## src/rtl/ti_adc_capture.sv

```systemverilog
// ============================================================================
// ti_adc_capture
// ----------------------------------------------------------------------------
// Downstream capture stage of the time-interleaved ADC. Each core clock it
// samples one frame (ADC_WAYS parallel sub-ADC words) and applies a per-way
// signed offset correction with saturation to the unsigned code range. An
// arm/stop FSM selects which frames are captured. Captured frames are buffered
// in a small FIFO and handed to the back-end over valid/ready.
//
// Ports
//   clk         core clock
//   rst_n       asynchronous active-low reset (aborts capture, empties FIFO)
//   adc_data    sub-ADC words, offset-binary; index 0 is the first way
//   cal_en      1: subtract cal_offset from each way
//   cal_offset  per-way two's-complement offset
//   arm         pulse: start a capture (also clears overflow/drop_cnt)
//   stop        pulse: end a capture
//   cont_mode   1: capture until stop; 0: capture cap_len frames
//   cap_len     single-shot capture length in frames
//   out_data    FIFO head frame (zero while the FIFO is empty)
//   out_valid   FIFO not empty
//   out_ready   consumer accepts the head frame
//   busy        FSM in RUN
//   done        FSM in DONE
//   overflow    sticky: a frame was dropped on a full FIFO
//   drop_cnt    number of dropped frames, saturating
// ============================================================================
module ti_adc_capture #(
    parameter int ADC_WAYS   = 8,
    parameter int ADC_BITS   = 9,
    parameter int FIFO_DEPTH = 4,
    parameter int CNT_BITS   = 16
) (
    input  logic                               clk,
    input  logic                               rst_n,
    input  logic [ADC_WAYS-1:0][ADC_BITS-1:0]  adc_data,
    input  logic                               cal_en,
    input  logic [ADC_WAYS-1:0][ADC_BITS-1:0]  cal_offset,
    input  logic                               arm,
    input  logic                               stop,
    input  logic                               cont_mode,
    input  logic [CNT_BITS-1:0]                cap_len,
    output logic [ADC_WAYS-1:0][ADC_BITS-1:0]  out_data,
    output logic                               out_valid,
    input  logic                               out_ready,
    output logic                               busy,
    output logic                               done,
    output logic                               overflow,
    output logic [CNT_BITS-1:0]                drop_cnt
);

    localparam int AW = $clog2(FIFO_DEPTH);
    localparam logic [CNT_BITS-1:0] CNT_ONE = CNT_BITS'(1);
    localparam logic [AW:0]         PTR_ONE = (AW+1)'(1);

    typedef logic [ADC_WAYS-1:0][ADC_BITS-1:0] frame_t;
    typedef enum logic [1:0] {ST_IDLE, ST_RUN, ST_DONE} state_t;

    // Offset correction: widen to ADC_BITS+2 signed so adc - offset never
    // wraps, then clamp to the unsigned code range [0, 2^ADC_BITS-1].
    function automatic logic [ADC_BITS-1:0] sat_corr(
        input logic [ADC_BITS-1:0]        adc,
        input logic signed [ADC_BITS-1:0] off,
        input logic                       en
    );
        logic signed [ADC_BITS+1:0] diff;
        diff = $signed({2'b00, adc}) - $signed({{2{off[ADC_BITS-1]}}, off});
        if (!en)
            sat_corr = adc;
        else if (diff[ADC_BITS+1])
            sat_corr = '0;
        else if (diff[ADC_BITS])
            sat_corr = '1;
        else
            sat_corr = diff[ADC_BITS-1:0];
    endfunction

    // ------------------------------------------------------------------------
    // Capture FSM
    // ------------------------------------------------------------------------
    state_t              state_q, state_d;
    logic [CNT_BITS-1:0] cnt_q, cnt_d;
    logic                zero_len;

    // Single-shot with cap_len==0 finishes on arm without tagging anything.
    assign zero_len = !cont_mode && (cap_len == '0);

    always_comb begin
        state_d = state_q;
        cnt_d   = cnt_q;
        case (state_q)
            ST_IDLE: begin
                if (arm) begin
                    cnt_d   = '0;
                    state_d = zero_len ? ST_DONE : ST_RUN;
                end
            end
            ST_RUN: begin
                // Every RUN edge tags one frame, including the stop edge.
                cnt_d = cnt_q + CNT_ONE;
                if (stop)
                    state_d = ST_IDLE;
                else if (!cont_mode && (cnt_q == cap_len - CNT_ONE))
                    state_d = ST_DONE;
            end
            ST_DONE: begin
                if (stop) begin
                    state_d = ST_IDLE;
                end else if (arm) begin
                    cnt_d   = '0;
                    state_d = zero_len ? ST_DONE : ST_RUN;
                end
            end
            default: state_d = ST_IDLE;
        endcase
    end

    always_ff @(posedge clk or negedge rst_n) begin
        if (!rst_n) begin
            state_q <= ST_IDLE;
            cnt_q   <= '0;
        end else begin
            state_q <= state_d;
            cnt_q   <= cnt_d;
        end
    end

    assign busy = (state_q == ST_RUN);
    assign done = (state_q == ST_DONE);

    // ------------------------------------------------------------------------
    // Stage 1: register raw frame and its calibration settings, tag if RUN
    // ------------------------------------------------------------------------
    frame_t adc_p1_q;
    frame_t off_p1_q;
    logic   cal_en_p1_q;
    logic   vld_p1_q;

    always_ff @(posedge clk) begin
        adc_p1_q    <= adc_data;
        off_p1_q    <= cal_offset;
        cal_en_p1_q <= cal_en;
    end

    // ------------------------------------------------------------------------
    // Stage 2: corrected and saturated frame
    // ------------------------------------------------------------------------
    frame_t corr_p2_d, corr_p2_q;
    logic   vld_p2_q;

    always_comb begin
        corr_p2_d = '0;
        for (int w = 0; w < ADC_WAYS; w++)
            corr_p2_d[w] = sat_corr(adc_p1_q[w], off_p1_q[w], cal_en_p1_q);
    end

    always_ff @(posedge clk) begin
        corr_p2_q <= corr_p2_d;
    end

    always_ff @(posedge clk or negedge rst_n) begin
        if (!rst_n) begin
            vld_p1_q <= 1'b0;
            vld_p2_q <= 1'b0;
        end else begin
            vld_p1_q <= busy;
            vld_p2_q <= vld_p1_q;
        end
    end

    // ------------------------------------------------------------------------
    // Frame FIFO: pointers carry one extra wrap bit to tell full from empty
    // ------------------------------------------------------------------------
    frame_t        mem_q [FIFO_DEPTH];
    logic [AW:0]   wr_ptr_q, wr_ptr_d;
    logic [AW:0]   rd_ptr_q, rd_ptr_d;
    logic          fifo_empty, fifo_full;
    logic          pop, push, drop;

    assign fifo_empty = (wr_ptr_q == rd_ptr_q);
    assign fifo_full  = (wr_ptr_q[AW] != rd_ptr_q[AW]) &&
                        (wr_ptr_q[AW-1:0] == rd_ptr_q[AW-1:0]);

    // A full FIFO still accepts a frame when the head leaves in the same cycle.
    assign pop  = !fifo_empty && out_ready;
    assign push = vld_p2_q && (!fifo_full || pop);
    assign drop = vld_p2_q && fifo_full && !pop;

    always_comb begin
        wr_ptr_d = wr_ptr_q;
        rd_ptr_d = rd_ptr_q;
        if (push)
            wr_ptr_d = wr_ptr_q + PTR_ONE;
        if (pop)
            rd_ptr_d = rd_ptr_q + PTR_ONE;
    end

    always_ff @(posedge clk or negedge rst_n) begin
        if (!rst_n) begin
            wr_ptr_q <= '0;
            rd_ptr_q <= '0;
        end else begin
            wr_ptr_q <= wr_ptr_d;
            rd_ptr_q <= rd_ptr_d;
        end
    end

    always_ff @(posedge clk) begin
        if (push)
            mem_q[wr_ptr_q[AW-1:0]] <= corr_p2_q;
    end

    // Storage is not reset, so the head is masked to zero while empty.
    assign out_valid = !fifo_empty;
    assign out_data  = fifo_empty ? '0 : mem_q[rd_ptr_q[AW-1:0]];

    // ------------------------------------------------------------------------
    // Overflow bookkeeping
    // ------------------------------------------------------------------------
    logic                overflow_q, overflow_d;
    logic [CNT_BITS-1:0] drop_cnt_q, drop_cnt_d;

    // arm wins over a simultaneous drop so a fresh capture starts clean.
    always_comb begin
        overflow_d = overflow_q;
        drop_cnt_d = drop_cnt_q;
        if (arm) begin
            overflow_d = 1'b0;
            drop_cnt_d = '0;
        end else if (drop) begin
            overflow_d = 1'b1;
            if (drop_cnt_q != '1)
                drop_cnt_d = drop_cnt_q + CNT_ONE;
        end
    end

    always_ff @(posedge clk or negedge rst_n) begin
        if (!rst_n) begin
            overflow_q <= 1'b0;
            drop_cnt_q <= '0;
        end else begin
            overflow_q <= overflow_d;
            drop_cnt_q <= drop_cnt_d;
        end
    end

    assign overflow = overflow_q;
    assign drop_cnt = drop_cnt_q;

endmodule
```

## config.mk

```make
export PLATFORM = sky130hd
export DESIGN_NAME = ti_adc_capture
export DESIGN_NICKNAME = d
export VERILOG_FILES = /design/src/rtl/ti_adc_capture.sv
export SDC_FILE = /design/constraint.sdc
export NUM_CORES = 1
export LEC_CHECK = 0
export CORE_ASPECT_RATIO = 0.9
export CORE_UTILIZATION = 50
export CTS_CLUSTER_SIZE = 28
export DETAILED_ROUTE_END_ITERATION = 8
export GPL_ROUTABILITY_DRIVEN = 0
export PLACE_DENSITY = 0.68
export SLEW_MARGIN = 20
export SYNTH_ARGS = -nofsm -noshare
export SYNTH_HDL_FRONTEND = slang
export SYNTH_SLANG_ARGS = --single-unit
```

## constraint.sdc

```tcl
create_clock -name clk -period 5.2 [get_ports clk]
set_input_delay 1.04 -clock clk [delete_from_list [all_inputs] [get_ports clk]]
set_output_delay 1.04 -clock clk [all_outputs]
set_load 0.1 [all_outputs]
```

After elaboration in Yosys (flattened, before gate mapping)
Memories as Yosys holds them, arrays and structs flattened.
Cells that the tools add are included.
- logic and storage cells: 116
- memories: 1
- input bits: 167
- flip-flop bits (word level): 260
- output and inout port bits: 92
- RAM bits: 288
- memories (name ; depth ; width ; read ports ; clocked after Yosys merged registers in ; write ports ; line ; text):
    mem_q ; 4 ; 72 ; 1 ; 0 ; 1 ; 174 ; frame_t mem_q [FIFO_DEPTH];
- equality and inequality tests: 9
- add/subtract/negate cells: 13
- reductions and logical operators: 19
- multiplexer cells: 41
- operators with widths (cell ; count):
    $mux 9 ; 24
    $sub 10x9->11 ; 8
    $mux 16 ; 5
    $mux 72 ; 1
    $pmux 16 s3 ; 1
    $add 16x1->16 const B ; 2
    $eq 16x16->1 ; 1
    $logic_not 16->1 ; 1
    $ne 16x16->1 const B ; 1
    $sub 16x1->16 const B ; 1
    $mux 2 ; 5
    $logic_and 1x1->1 ; 7
    $add 3x1->3 const B ; 2
    $pmux 2 s3 ; 1
    $logic_not 1->1 ; 4
    $mux 1 ; 4
    $reduce_and 2->1 ; 2
    $reduce_bool 2->1 ; 2
    $eq 3x3->1 ; 1
    $ne 3x2->1 const B ; 1
    $reduce_bool 3->1 ; 1
    $eq 2x1->1 const B ; 1
    $eq 2x2->1 ; 1
    $eq 2x2->1 const B ; 1
    other kinds (4) ; 4

Logic depth before layout (Yosys ltp)
- word-level depth: 7
- gate-level depth with buffers: 11
- depth with buffers taken out: 11

Least setup slack after synthesis
OpenSTA, ideal clock, no wires.
- kind: input to register
- start point: in out_ready
- end point: mem mem_q[3][0] (netlist bit), enable pin
- setup time: 0.505 ns
- cell stages on the path: 4
- path buffers: 1
- arrival: 4.471 ns
- setup slack: 0.224 ns
- required time: 4.695 ns
- cells stage by stage: nor4_1 > nand2b_1 > clkbuf_1 > nor2_1
- cells in the longest elaborated chain, start to end: 5
- ends and longest elaborated chain (element ; line ; text):
    start, declared ; 45 ; input logic out_ready,
    $logic_and 1x1->1 ; 185 ; assign pop = !fifo_empty && out_ready;
    $logic_or 1x1->1 ; 186 ; assign push = vld_p2_q && (!fifo_full || pop);
    $logic_and 1x1->1 ; 186 ;
    $mux 1 ; 209 ; if (push)
    $mux 1 (not written as such) ; 210 ; mem_q[wr_ptr_q[AW-1:0]] <= corr_p2_q;
    end, declared ; 174 ;
Every way passes these cells.

==> summary.txt <==
Synthesis
  – Synth Area in XOR/XNOR: 0.0342
  – Post-synth ARST share: 0.0785
  – Synthesized area per cell: 13.5 um^2
  – Register area share after synthesis: 0.625
  – Ys Warns: 0
  – Distinct cells, synth: 64
  – Synth Flop Type: edfxtp_1
  – Simple-gate share of the synthesized area: 0.0962
  – Cells after synthesis: 1665
  – Combinational family with the most area after synthesis: simple AND/OR/NAND/NOR gates
  – Synth Cell Area: 0.0225 mm^2
  – Synth Area in Adders: 0.0560
  – Post-synthesis compound-gate area fraction: 0.0867
  – Mapped Nets: 1928
  – #FFs+latches synth: 548
  – Post-synthesis mux area share: 0.0749
  – Post-synth EDFFs: 288

STA
  – Final min period: 4.11 ns
  – Final number of max-transition violations: 0
  – Final setup fails: 0
  – Worst slew pin tran: 1.12 ns
  – Setup TNS: 0 ns
  – Final hold violation count: 0
  – Clock Skew: 0.0142 ns
  – FMAX: 243 MHz
  – RSZ-0062 raised after global routing: no
  – Fin crit share: 0.791
  – Slew headroom: 0.254
  – Hold_ws: 0.364 ns

Finish
  – Commonest non-fill, non-tap cell in the layout: edfxtp_1
  – Finished layout cell area: 0.0276 mm^2
  – Layout cells sized above 1: 0.139
  – Most frequent cells in the layout: edfxtp_1 (288), dfxtp_1 (216), clkdlybuf4s50_1 (184)
  – Final net count: 2211
  – Area Growth Syn to Fin: 22.7%

Setup path
  – Cell Chain, Critical Path: buf_4, mux4_2, and2_1, buf_4
  – Bufs and invs on worst path: 2
  – CP startpoint: rd_ptr_q[0]
  – Crit Path Class: flop to output pin
  – R2R setup slack: 2.03 ns
  – R2R Path Start: rd_ptr_q[0]
  – Slowest stage cell, crit path: dfrtp_4
  – RR Endpoint: mem_q[3][61]
  – Critical path depth in cells: 4
  – CP most frequent cell: buf_4
  – Critical path endpoint: out_data[62]
  – Crit. End Element: output pin
  – Critical path's top delay family: buffers and inverters
  – Worst reg2reg path depth: 5
  – Critical Path Source Type: flop
  – CP max stage delay: 0.74 ns
  – WP data required: 4.16 ns
  – Worst Path Max Fanout: 29
  – Arr. time, crit path: 3.07 ns

Floorplanning
  – Core Area: 0.0443 mm^2
  – Initial Util: 0.508
  – # rows: 73
  – I/O pins: 259
  – Die height: 203 um
  – Die ar.: 0.0459 mm^2
  – Die X: 226 um

GRT
  – Met2 usage in global routing: 0.345
  – Grt peak-use layer: met2
  – Initial antenna violation count: 6
  – GRT met1 Usage: 0.276
  – Largest net degree at the start of global routing: 73
  – First-pass GRT wire length: 73300 um
  – GRT met3 Usage: 0.0402
  – Via count of the first global-routing pass: 13700
  – Total track usage: 0.207
  – Gr ovfl total: 0

Clocking
  – Root Driver: clkbuf_16
  – Setup bufs post-CTS: 0
  – CTS tree: yes
  – Worst-path clk slew: 0.06 ns
  – Worst skew pair latency: 0.61 ns
  – Depth of the CTS H-tree: 2
  – CTS sink cnt: 548
  – CTS buffer count: 56
  – Hold buffers post-CTS: 0
  – CTS max path bufs: 3
  – CTS resizes: 0

Min path
  – Hold WC Path Type: flop to flop

Detailed routing
  – Post-DRT Antenna Nets: 0
  – DR WL/cell: 18.0 um
  – DRC viols: 0
  – Via count: 13800
  – Vias/cell: 5.31
  – First-pass DRT Iterations: 5
  – Final WL: 46700 um
  – First DRT Iteration DRCs: 806

Pwr
  – PwrDens: 643 mW/mm^2
  – Leakage: 10.7 nW
  – Maximum vdd drop: 0.000657 V
  – Pwr Total: 17.8 mW

Outcome
  – Status: complete, no violations

Flow run
  – Max Cap Viol: 0

Placed design
  – Post-DP HPWL: 31200 um
  – PortBufs: 258
  – Area post-placement: 0.0257 mm^2
==> worst min-delay path by stage <==
| stage | startpoint | depth (start not counted) | slack (ns) | endpoint |
|---|---|---|---|---|
| floorplan | vld_p1_q | 0 | 0.33 | vld_p2_q |
| global placement | vld_p1_q | 0 | 0.36 | vld_p2_q |
| detailed placement | vld_p1_q | 0 | 0.36 | vld_p2_q |
| CTS | vld_p1_q | 0 | 0.37 | vld_p2_q |
| global route | vld_p1_q | 0 | 0.39 | vld_p2_q |
| finish | vld_p1_q | 0 | 0.36 | vld_p2_q |
==> stage by stage <==
stage                     utilization  setup slack, ns  std cells
after floorplan                     -            0.224       1665
after global placement          0.580             1.37       2490
after detailed placement        0.580             1.34       2490
after CTS                       0.623            0.677       2596
after global routing            0.624            0.878       2598
final                           0.624             1.09       2599
==> kinds of logic (layout without fill, tap and decap cells) <==
logic type,Yosys count,count (layout)
AO/OA/AOI/OAI,275,275
XOR/XNOR,88,88
adder cells (fa/ha/maj),96,96
buffers and inverters,164,495
flip-flops,548,548
multiplexers,78,78
other,0,3
AND/OR/NAND/NOR,416,416
==> registers in the layout, summed over array words and instances, names as in the netlist, 2 cells and up <==
name	flops
mem_q	288
cnt_q	16
state_q	2
drop_cnt	16
corr_p2_q	72
adc_p1_q	72
wr_ptr_q	3
off_p1_q	72
rd_ptr_q	3
==> synth_stat cells (all sizes together) (25+ instances only) <==
cell type / number / share of area
dfxtp: 217 / 0.19
xnor2: 49 / 0.019
dfrtp: 43 / 0.048
nand3: 25 / 0.0056
o2bb2ai: 56 / 0.022
ha: 88 / 0.049
clkbuf: 35 / 0.0058
edfxtp: 288 / 0.38
inv: 120 / 0.020
mux4: 72 / 0.072
nand2: 54 / 0.0090
o21ai: 41 / 0.0091
and2: 75 / 0.021
xor2: 39 / 0.015
nor2: 136 / 0.023
a21oi: 51 / 0.011
==> layout make-up <==
type | count | area (um^2)
Fill cell | 3336 | 16700
Inverter | 120 | 450
Timing Repair Buffer | 269 | 2530
Sequential cell | 548 | 14100
Clock buffer | 71 | 1560
Clock inverter | 35 | 382
Multi-Input combinational cell | 953 | 7890
Tap cell | 600 | 751
Antenna cell | 3 | 7.51
==> metal layers <==
metal / up-vias / share of wire
li1: 6716 / -
met1: 6666 / 0.44
met2: 348 / 0.48
met3: 64 / 0.052
met4: 4 / 0.021
met5: - / 0.00073
==> power breakdown <==
group / leakage (nW) / total, mW / switching, mW / internal [mW]
logic: 4.65 / 8.02 / 5.95 / 2.06
registers: 5.06 / 5.62 / 0.297 / 5.32
clock network: 0.948 / 4.14 / 1.66 / 2.48
No activity file was read; power rests on OpenSTA's default activity.
